### src/rtl/uart_parity_unit.sv
// uart_parity_unit
//   Parametrised UART parity generator (TX, parallel word, one-cycle registered)
//   and bit-serial parity checker (RX, LSB first, then the parity bit).
//   Parity modes on cfg_mode: 0 none, 1 even, 2 odd, 3 mark, 4 space, 5..7 none.
//   Optional feature: define UART_PARITY_ERRCNT_EN to build the saturating
//   parity-error counter on err_count; otherwise err_count is tied to zero.
//   Reset is synchronous and active-low on rst.
module uart_parity_unit #(
    parameter int DATA_W   = 8,
    parameter int ERRCNT_W = 8
) (
    input  logic                clk,
    input  logic                rst,
    input  logic [2:0]          cfg_mode,
    input  logic                gen_valid,
    input  logic [DATA_W-1:0]   gen_data,
    output logic                gen_parity,
    output logic                gen_parity_valid,
    output logic                gen_parity_en,
    input  logic                chk_start,
    input  logic                chk_bit_valid,
    input  logic                chk_bit,
    output logic                chk_busy,
    output logic                chk_done,
    output logic                chk_err,
    output logic [ERRCNT_W-1:0] err_count
);

    localparam int CNT_W = $clog2(DATA_W + 1);
    localparam logic [CNT_W-1:0] LAST_BIT = CNT_W'(DATA_W - 1);

    localparam logic [2:0] MODE_EVEN  = 3'd1;
    localparam logic [2:0] MODE_ODD   = 3'd2;
    localparam logic [2:0] MODE_MARK  = 3'd3;
    localparam logic [2:0] MODE_SPACE = 3'd4;

    typedef enum logic [1:0] {
        ST_IDLE = 2'd0,
        ST_DATA = 2'd1,
        ST_PAR  = 2'd2,
        ST_DONE = 2'd3
    } chk_state_e;

    // True when the mode appends a parity bit to the frame.
    function automatic logic needs_parity(input logic [2:0] mode);
        return (mode == MODE_EVEN) || (mode == MODE_ODD) ||
               (mode == MODE_MARK) || (mode == MODE_SPACE);
    endfunction

    // Parity bit for a word whose XOR-reduction is 'x_xor'.
    function automatic logic parity_of(input logic [2:0] mode, input logic x_xor);
        logic p;
        case (mode)
            MODE_EVEN: p = x_xor;
            MODE_ODD:  p = ~x_xor;
            MODE_MARK: p = 1'b1;
            default:   p = 1'b0;   // space, none and the unused codes
        endcase
        return p;
    endfunction

    // ------------------------------------------------------------------
    // Generator
    // ------------------------------------------------------------------
    logic gen_parity_q;
    logic gen_parity_valid_q;
    logic gen_parity_en_q;

    // Register parity for every accepted word; valid pulses for one cycle, data holds.
    always_ff @(posedge clk) begin
        // NOTE: sequential state is written only with non-blocking assignments so
        // every flop samples the pre-edge values regardless of statement order.
        if (!rst) begin
            gen_parity_q       <= 1'b0;
            gen_parity_valid_q <= 1'b0;
            gen_parity_en_q    <= 1'b0;
        end else begin
            gen_parity_valid_q <= gen_valid;
            if (gen_valid) begin
                gen_parity_q    <= parity_of(cfg_mode, ^gen_data);
                gen_parity_en_q <= needs_parity(cfg_mode);
            end
        end
    end

    assign gen_parity       = gen_parity_q;
    assign gen_parity_valid = gen_parity_valid_q;
    assign gen_parity_en    = gen_parity_en_q;

    // ------------------------------------------------------------------
    // Checker
    // ------------------------------------------------------------------
    chk_state_e       state_q, state_d;
    logic             acc_q, acc_d;
    logic [CNT_W-1:0] cnt_q, cnt_d;
    logic [2:0]       mode_q, mode_d;
    logic             err_q, err_d;

    // Checker state register and per-frame context.
    always_ff @(posedge clk) begin
        if (!rst) begin
            state_q <= ST_IDLE;
            acc_q   <= 1'b0;
            cnt_q   <= '0;
            mode_q  <= 3'd0;
            err_q   <= 1'b0;
        end else begin
            state_q <= state_d;
            acc_q   <= acc_d;
            cnt_q   <= cnt_d;
            mode_q  <= mode_d;
            err_q   <= err_d;
        end
    end

    // Next-state logic: chk_start restarts a frame from any state and wins over a bit.
    always_comb begin
        // NOTE: every signal assigned here gets a default first, so no path
        // leaves one unassigned and no latch is inferred.
        state_d = state_q;
        acc_d   = acc_q;
        cnt_d   = cnt_q;
        mode_d  = mode_q;
        err_d   = err_q;

        if (chk_start) begin
            state_d = ST_DATA;
            acc_d   = 1'b0;
            cnt_d   = '0;
            mode_d  = cfg_mode;
            err_d   = 1'b0;
        end else begin
            case (state_q)
                ST_IDLE: begin
                    // bits outside a frame are dropped
                end
                ST_DATA: begin
                    if (chk_bit_valid) begin
                        acc_d = acc_q ^ chk_bit;
                        cnt_d = cnt_q + CNT_W'(1);
                        if (cnt_q == LAST_BIT) begin
                            state_d = needs_parity(mode_q) ? ST_PAR : ST_DONE;
                        end
                    end
                end
                ST_PAR: begin
                    if (chk_bit_valid) begin
                        err_d   = (chk_bit != parity_of(mode_q, acc_q));
                        state_d = ST_DONE;
                    end
                end
                ST_DONE: begin
                    state_d = ST_IDLE;
                end
                default: begin
                    state_d = ST_IDLE;
                end
            endcase
        end
    end

    assign chk_busy = (state_q == ST_DATA) || (state_q == ST_PAR);
    assign chk_done = (state_q == ST_DONE);
    assign chk_err  = err_q;

    // ------------------------------------------------------------------
    // Optional saturating parity-error counter
    // ------------------------------------------------------------------
`ifdef UART_PARITY_ERRCNT_EN
    logic [ERRCNT_W-1:0] err_count_q;

    // Count each completed frame that reported an error, sticking at all-ones.
    always_ff @(posedge clk) begin
        if (!rst) begin
            err_count_q <= '0;
        end else if ((state_q == ST_DONE) && err_q && (err_count_q != '1)) begin
            err_count_q <= err_count_q + ERRCNT_W'(1);
        end
    end

    assign err_count = err_count_q;
`else
    assign err_count = '0;
`endif

endmodule
### config.mk
export PLATFORM = sky130hd
export DESIGN_NAME = uart_parity_unit
export DESIGN_NICKNAME = d
export VERILOG_FILES = /design/src/rtl/uart_parity_unit.sv
export SDC_FILE = /design/constraint.sdc
export NUM_CORES = 1
export LEC_CHECK = 0
export ABC_AREA = 1
export BUFFER_PORTS_ARGS = -buffer_cell sky130_fd_sc_hd__buf_2
export CAP_MARGIN = 20
export CORE_ASPECT_RATIO = 0.9
export CORE_MARGIN = 4
export CORE_UTILIZATION = 52
export CTS_BUF_LIST = sky130_fd_sc_hd__clkbuf_4
export DETAILED_ROUTE_END_ITERATION = 12
export PLACE_DENSITY = 0.85
export SLEW_MARGIN = 20
export SYNTH_ARGS = -nofsm -noshare
export SYNTH_HDL_FRONTEND = slang
export SYNTH_SLANG_ARGS = --single-unit
### constraint.sdc
create_clock -name clk -period 1.8 [get_ports clk]
set_clock_uncertainty 0.05 [all_clocks]
set_input_delay 0.27 -clock clk [delete_from_list [all_inputs] [get_ports clk]]
set_output_delay 0.27 -clock clk [all_outputs]
set_load 0.05 [all_outputs]
## Word-level counts from Yosys, hierarchy flattened

Cells that the tools add are included.

- Flip-flop bits (word level): 14
- Bits of input ports: 17
- Logic and storage cells: 59

- Add/sub/neg operators: 1
- Equal/unequal tests: 19
- Mux-type cells: 11
- Bitwise logic cells: 4
- Reductions and logical operators: 15

Operators by type and width:

| kind | count |
|---|---|
| equality test 3 x 2 -> 1 bit, second input constant | 4 |
| != test 3 bit, second input constant | 3 |
| AND reduction 4 bit | 2 |
| parity 8 bit | 1 |
| logical OR 1 bit | 7 |
| equality test 3 x 1 -> 1 bit, second input constant | 2 |
| equality test 3 bit, second input constant | 2 |
| 2-to-1 mux 2 bit | 3 |
| != test 2 bit, second input constant | 3 |
| case mux 1 bit (3 select lines) | 2 |
| case mux 2 bit (3 select lines) | 1 |
| 2-to-1 mux 1 bit | 5 |
| adder 4 x 1 -> 4 bit, second input constant | 1 |
| equality test 2 bit, second input constant | 2 |
| equality test 4 x 3 -> 1 bit, second input constant | 1 |
| AND reduction 2 bit | 2 |
| nonzero test 4 bit | 1 |
| NOT 1 bit | 3 |
| nonzero test 3 bit | 1 |
| equality test 2 x 1 -> 1 bit, second input constant | 1 |
| OR reduction 2 bit | 1 |
| != test 1 bit | 1 |
| bitwise XOR 1 bit | 1 |

## Depth between registers and ports, before layout

- Word-level depth: 9
- Depth in mapped cells: 10

## Least setup slack after synthesis

OpenSTA, ideal clock, no wires.

- Path type: register to register
- From: reg state_q[1]
- To: reg state_q[0]
- Library setup time: 0.126 ns
- Data arrival time: 1.379 ns
- Setup slack: 0.245 ns
- Stages on the path, launching flop included: 6
- Clock period less this slack: 1.555 ns
- Cells stage by stage: dfxtp_1 > inv_1 > ha_1 > nor2_1 > o21ai_0 > a31oi_1

- Word-level cells in the longest chain between the ends: 3
- Elaborated cells between the ends (all ways): 10

Ends and longest elaborated chain:

| item | line | source |
|---|---|---|
| start, declared | 93 | `chk_state_e state_q, state_d;` |
| start signal, assigned | 108 | `state_q <= state_d;` |
| equality test 2 x 1 -> 1 bit / equality test 2 bit (equally long branches) | 133 | `case (state_q)` |
| != test 3 bit (no source line), or another cell as far along | n/a |  |
| AND reduction 4 bit (no source line) / 2-to-1 mux 1 bit (equally long branches) | n/a |  |

Several ways; a longest one is shown, not always the timed one.
A chain may end at the register's enable or synchronous reset.

## Worst setup path after layout

- From: reg state_q[0]
- To: out chk_busy

- Word-level cells in the longest chain between the ends: 2
- Elaborated cells between the ends (all ways): 3

Ends and longest elaborated chain:

| item | line | source |
|---|---|---|
| equality test 2 x 1 -> 1 bit / equality test 2 bit (equally long branches) | 162 | `assign chk_busy = (state_q == ST_DATA) \|\| (state_q == ST_PAR);` |
| logical OR 1 bit (*) | 162 |  |
| end, declared | 23 | `output logic chk_busy,` |

Mark *: on every way between the ends. The rest lies on a longest branch, timed or not.

==> flow_metrics.env <==
export IMPL_clk_pin_slew_ns=0.09
export IMPL_ys_seq_area_frac=0.2890
export IMPL_core_area_um2=1717
export IMPL_sequentialPowerShare=0.454
export IMPL_swShare=0.3691
export IMPL_grt_pass1_vias=950
export IMPL_reg2reg_depth=7
export IMPL_drt_iter0_drc=37
export IMPL_worst_path_buf_inv=2
export IMPL_hold_buffers=0
export IMPL_status="finished, final reports clean"
export IMPL_synth_top_cell_by_area="dfxtp_1"
export IMPL_critical_path_depth=3
export IMPL_hold_path_end="mode_q[1]"
export IMPL_fillers=159
export IMPL_fin_crit_ns=1.696
export IMPL_p_comb_frac=0.301
export IMPL_cp_slowest_cell="dfxtp_1"
export IMPL_timing_fmax_mhz=589.6
export IMPL_drt_wirelength_per_cell_um=9.770
export IMPL_setup_viol=0
export IMPL_overflow=0
export IMPL_min_path_type="primary input to flip-flop"
export IMPL_portBuffers=22
export IMPL_r2r_slack_ns=0.30
export IMPL_die_width_um=53.52
export IMPL_drive_gt1_frac=0.1944
export IMPL_die_h_um=48.97
export IMPL_critical_path_top_delay_family="flip-flops"
export IMPL_p_per_area_nw_per_um2=670.0
export IMPL_gp_congestion=0.7734
export IMPL_regArea_um2=280.3
export IMPL_synth_top_cell_area_share=0.2890
export IMPL_setup_slack_ns=0.1041
export IMPL_synth_area_um2=969.7
export IMPL_clockBufferDepth=2
export IMPL_critPathRequiredTime_ns=1.48
export IMPL_fin_nets=204
export IMPL_crit_fanout=5
export IMPL_hold_start="chk_start"
export IMPL_power_frac_clock=0.245
export IMPL_syn_inst=155
export IMPL_htree_num_levels=1
export IMPL_synth_fa_ha_area_frac=0.07742
export IMPL_power_leakage_nw=0.6126
export IMPL_vias=976
export IMPL_yosys_warnings=0
export IMPL_design_area_um2=1102
export IMPL_clock_sinks=14
export IMPL_drt_total_wl_um=1993
export IMPL_final_util=0.6421
export IMPL_rsz0062_at_grt="no"
export IMPL_cts_setup_buffers=0
export IMPL_synth_simple_area_share=0.3510
export IMPL_placed_area_um2=1076
export IMPL_crit_chain="inv_1 -> ha_1 -> buf_2"
export IMPL_p_sw_w=0.0002726
export IMPL_synth_seq_cells=14
export IMPL_synth_compound_area_frac=0.1200
export IMPL_vias_per_cell=4.784
export IMPL_initial_utilization=0.5649
export IMPL_cp_end_kind="output pin"
export IMPL_worst_ir_drop_vdd_mv=0.5886
export IMPL_drtAntennaViolNets=0
export IMPL_syn_mean_instance_area_um2=6.256
export IMPL_arrival_ns=1.38
export IMPL_synth_cell_type_count=22
export IMPL_dpl_hpwl_um=1657
export IMPL_drc=0
export IMPL_clk_latency_ns=0.28
export IMPL_drt_pass1_iter_count=4
export IMPL_max_stage_delay_ns=0.43
export IMPL_ios=31
export IMPL_finalHoldViolCount=0
export IMPL_yosys_mux_area_fraction=0
export IMPL_r2r_end="state_q[0]"
export IMPL_antenna_found_initial=0
export IMPL_setup_tns_ns=0
export IMPL_globalRouteTotalUtil=0.1799
export IMPL_min_period_over_period=0.9422
export IMPL_postCtsResizedCells=0
export IMPL_r2r_start="state_q[0]"
export IMPL_slew_viol_final=0
export IMPL_grt_start_max_net_pins=9
export IMPL_p_int_w=0.0004659
export IMPL_cp_start_kind="flip-flop"
export IMPL_hold_depth=2
export IMPL_synth_xor_area_share=0
export IMPL_preCtsSetupSlack_ns=0.3442
export IMPL_cts_buffers=3
export IMPL_dieArea_um2=2621
export IMPL_cts_tree="built"
export IMPL_multi_input_area_um2=561.8
export IMPL_grt_pass1_wl_um=3622
export IMPL_synthToLayoutAreaGrowth_pct=13.68
export IMPL_synth_area_leaders="dfxtp_1 29%, nand2_1 19%, inv_1 8.9%"
export IMPL_synth_top_family_by_area="simple AND/OR/NAND/NOR gates"
export IMPL_rows=14
export IMPL_n_antenna_cell=0
export IMPL_worstSetupPathType="flip-flop to output pin"
export IMPL_cap_violations=0
export IMPL_clockRootBuffer="clkbuf_4"
synth_stat cells, drive strengths merged:
cell type / n
nand2: 53
ha: 6
dfxtp: 14
nand4: 1
nor3: 1
buf: 8
nand3: 8
inv: 25
a21oi: 6
o21ai: 11
a31oi: 2
nor2: 16
a211oi: 1
o211ai: 1
nor3b: 1
conb: 1
cells in the final DEF (no fill, tap or decap):
cell       n
a31oi_1    2
nand3_2    1
nand2_1   49
clkbuf_4   3
a21oi_2    1
buf_2     22
nor3b_2    1
nor2_1    15
nand3_1    7
dfxtp_1   14
nand4_1    1
inv_2      2
a211oi_1   1
inv_1     23
ha_1       6
nor2_2     1
clkinv_1   1
nand2_2    4
a21oi_1    5
o21ai_0   10
o21ai_1    1
o211ai_1   1
nor3_1     1
conb_1     8
cell families after synthesis:
group                      Yosys count
and+or+nand+nor                     80
buffers and inverters               33
other                                1
DFF                                 14
AOI/OAI and AO/OA                   21
adders and majority gates            6
routing by layer:
layer	track usage	vias up	share of wire
met5	0	-	0
met2	0.3020	44	0.50
li1	-	516	-
met3	0.06728	0	0.089
met1	0.2131	416	0.41
met4	0.03830	0	0
worst register-to-register path, stage by stage (launching register included):
cell      delay (ns)
dfxtp_1         0.43
inv_1           0.11
ha_1            0.24
nor2_1          0.11
o21ai_1         0.11
nor2_1          0.13
o211ai_1        0.11
a31oi_1         0.14
power groups by stage:
stage / logic [W] / clock network [W] / registers, W
global placement: 0.000212 / 0 / 0.000341
detailed placement: 0.000221 / 0 / 0.000342
global route: 0.000251 / 0.000202 / 0.000338
finish: 0.000223 / 0.000181 / 0.000335
CTS: 0.000222 / 0.000185 / 0.000335
floorplan: 0.000168 / 0 / 0.000354
worst max path at each step:
| stage | slack [ns] | start | endpoint |
|---|---|---|---|
| 5_1_grt | 0.03 | state_q[0] | chk_busy |
| 3_5_place_dp | 0.34 | state_q[0] | state_q[0] |
| 6_report | 0.10 | state_q[0] | chk_busy |
| 4_1_cts | 0.10 | state_q[0] | chk_busy |
| 3_3_place_gp | 0.41 | state_q[0] | state_q[0] |
| 2_1_floorplan | 0.24 | state_q[1] | state_q[0] |
registers in the layout, indices dropped and copies added, names as in the netlist:
| name | flops |
|---|---|
| mode_q | 3 |
| gen_parity_en | 1 |
| state_q | 2 |
| cnt_q | 4 |
| gen_parity | 1 |
| gen_parity_valid | 1 |
| acc_q | 1 |
| chk_err | 1 |
cell type report:
cell class,instances,area share
clock buffers,3,0.02043
clock inverters,1,0.003405
inverters,25,0.08513
multi-input cells,115,0.5096
flip-flops and latches,14,0.2543
well taps,24,0.02724
repair buffers,22,0.09989
metrics by stage:
stage	hold slack, ns	instances	total power, W
6_report	0.1517	204	0.0007386
5_1_grt	0.1535	204	0.0007906
4_1_cts	0.1461	204	0.0007418
3_5_place_dp	0.4352	200	0.0005632
3_3_place_gp	0.4140	200	0.0005530
2_1_floorplan	0.3094	162	0.0005217
Note: power is estimated with default switching activity, not from simulation.
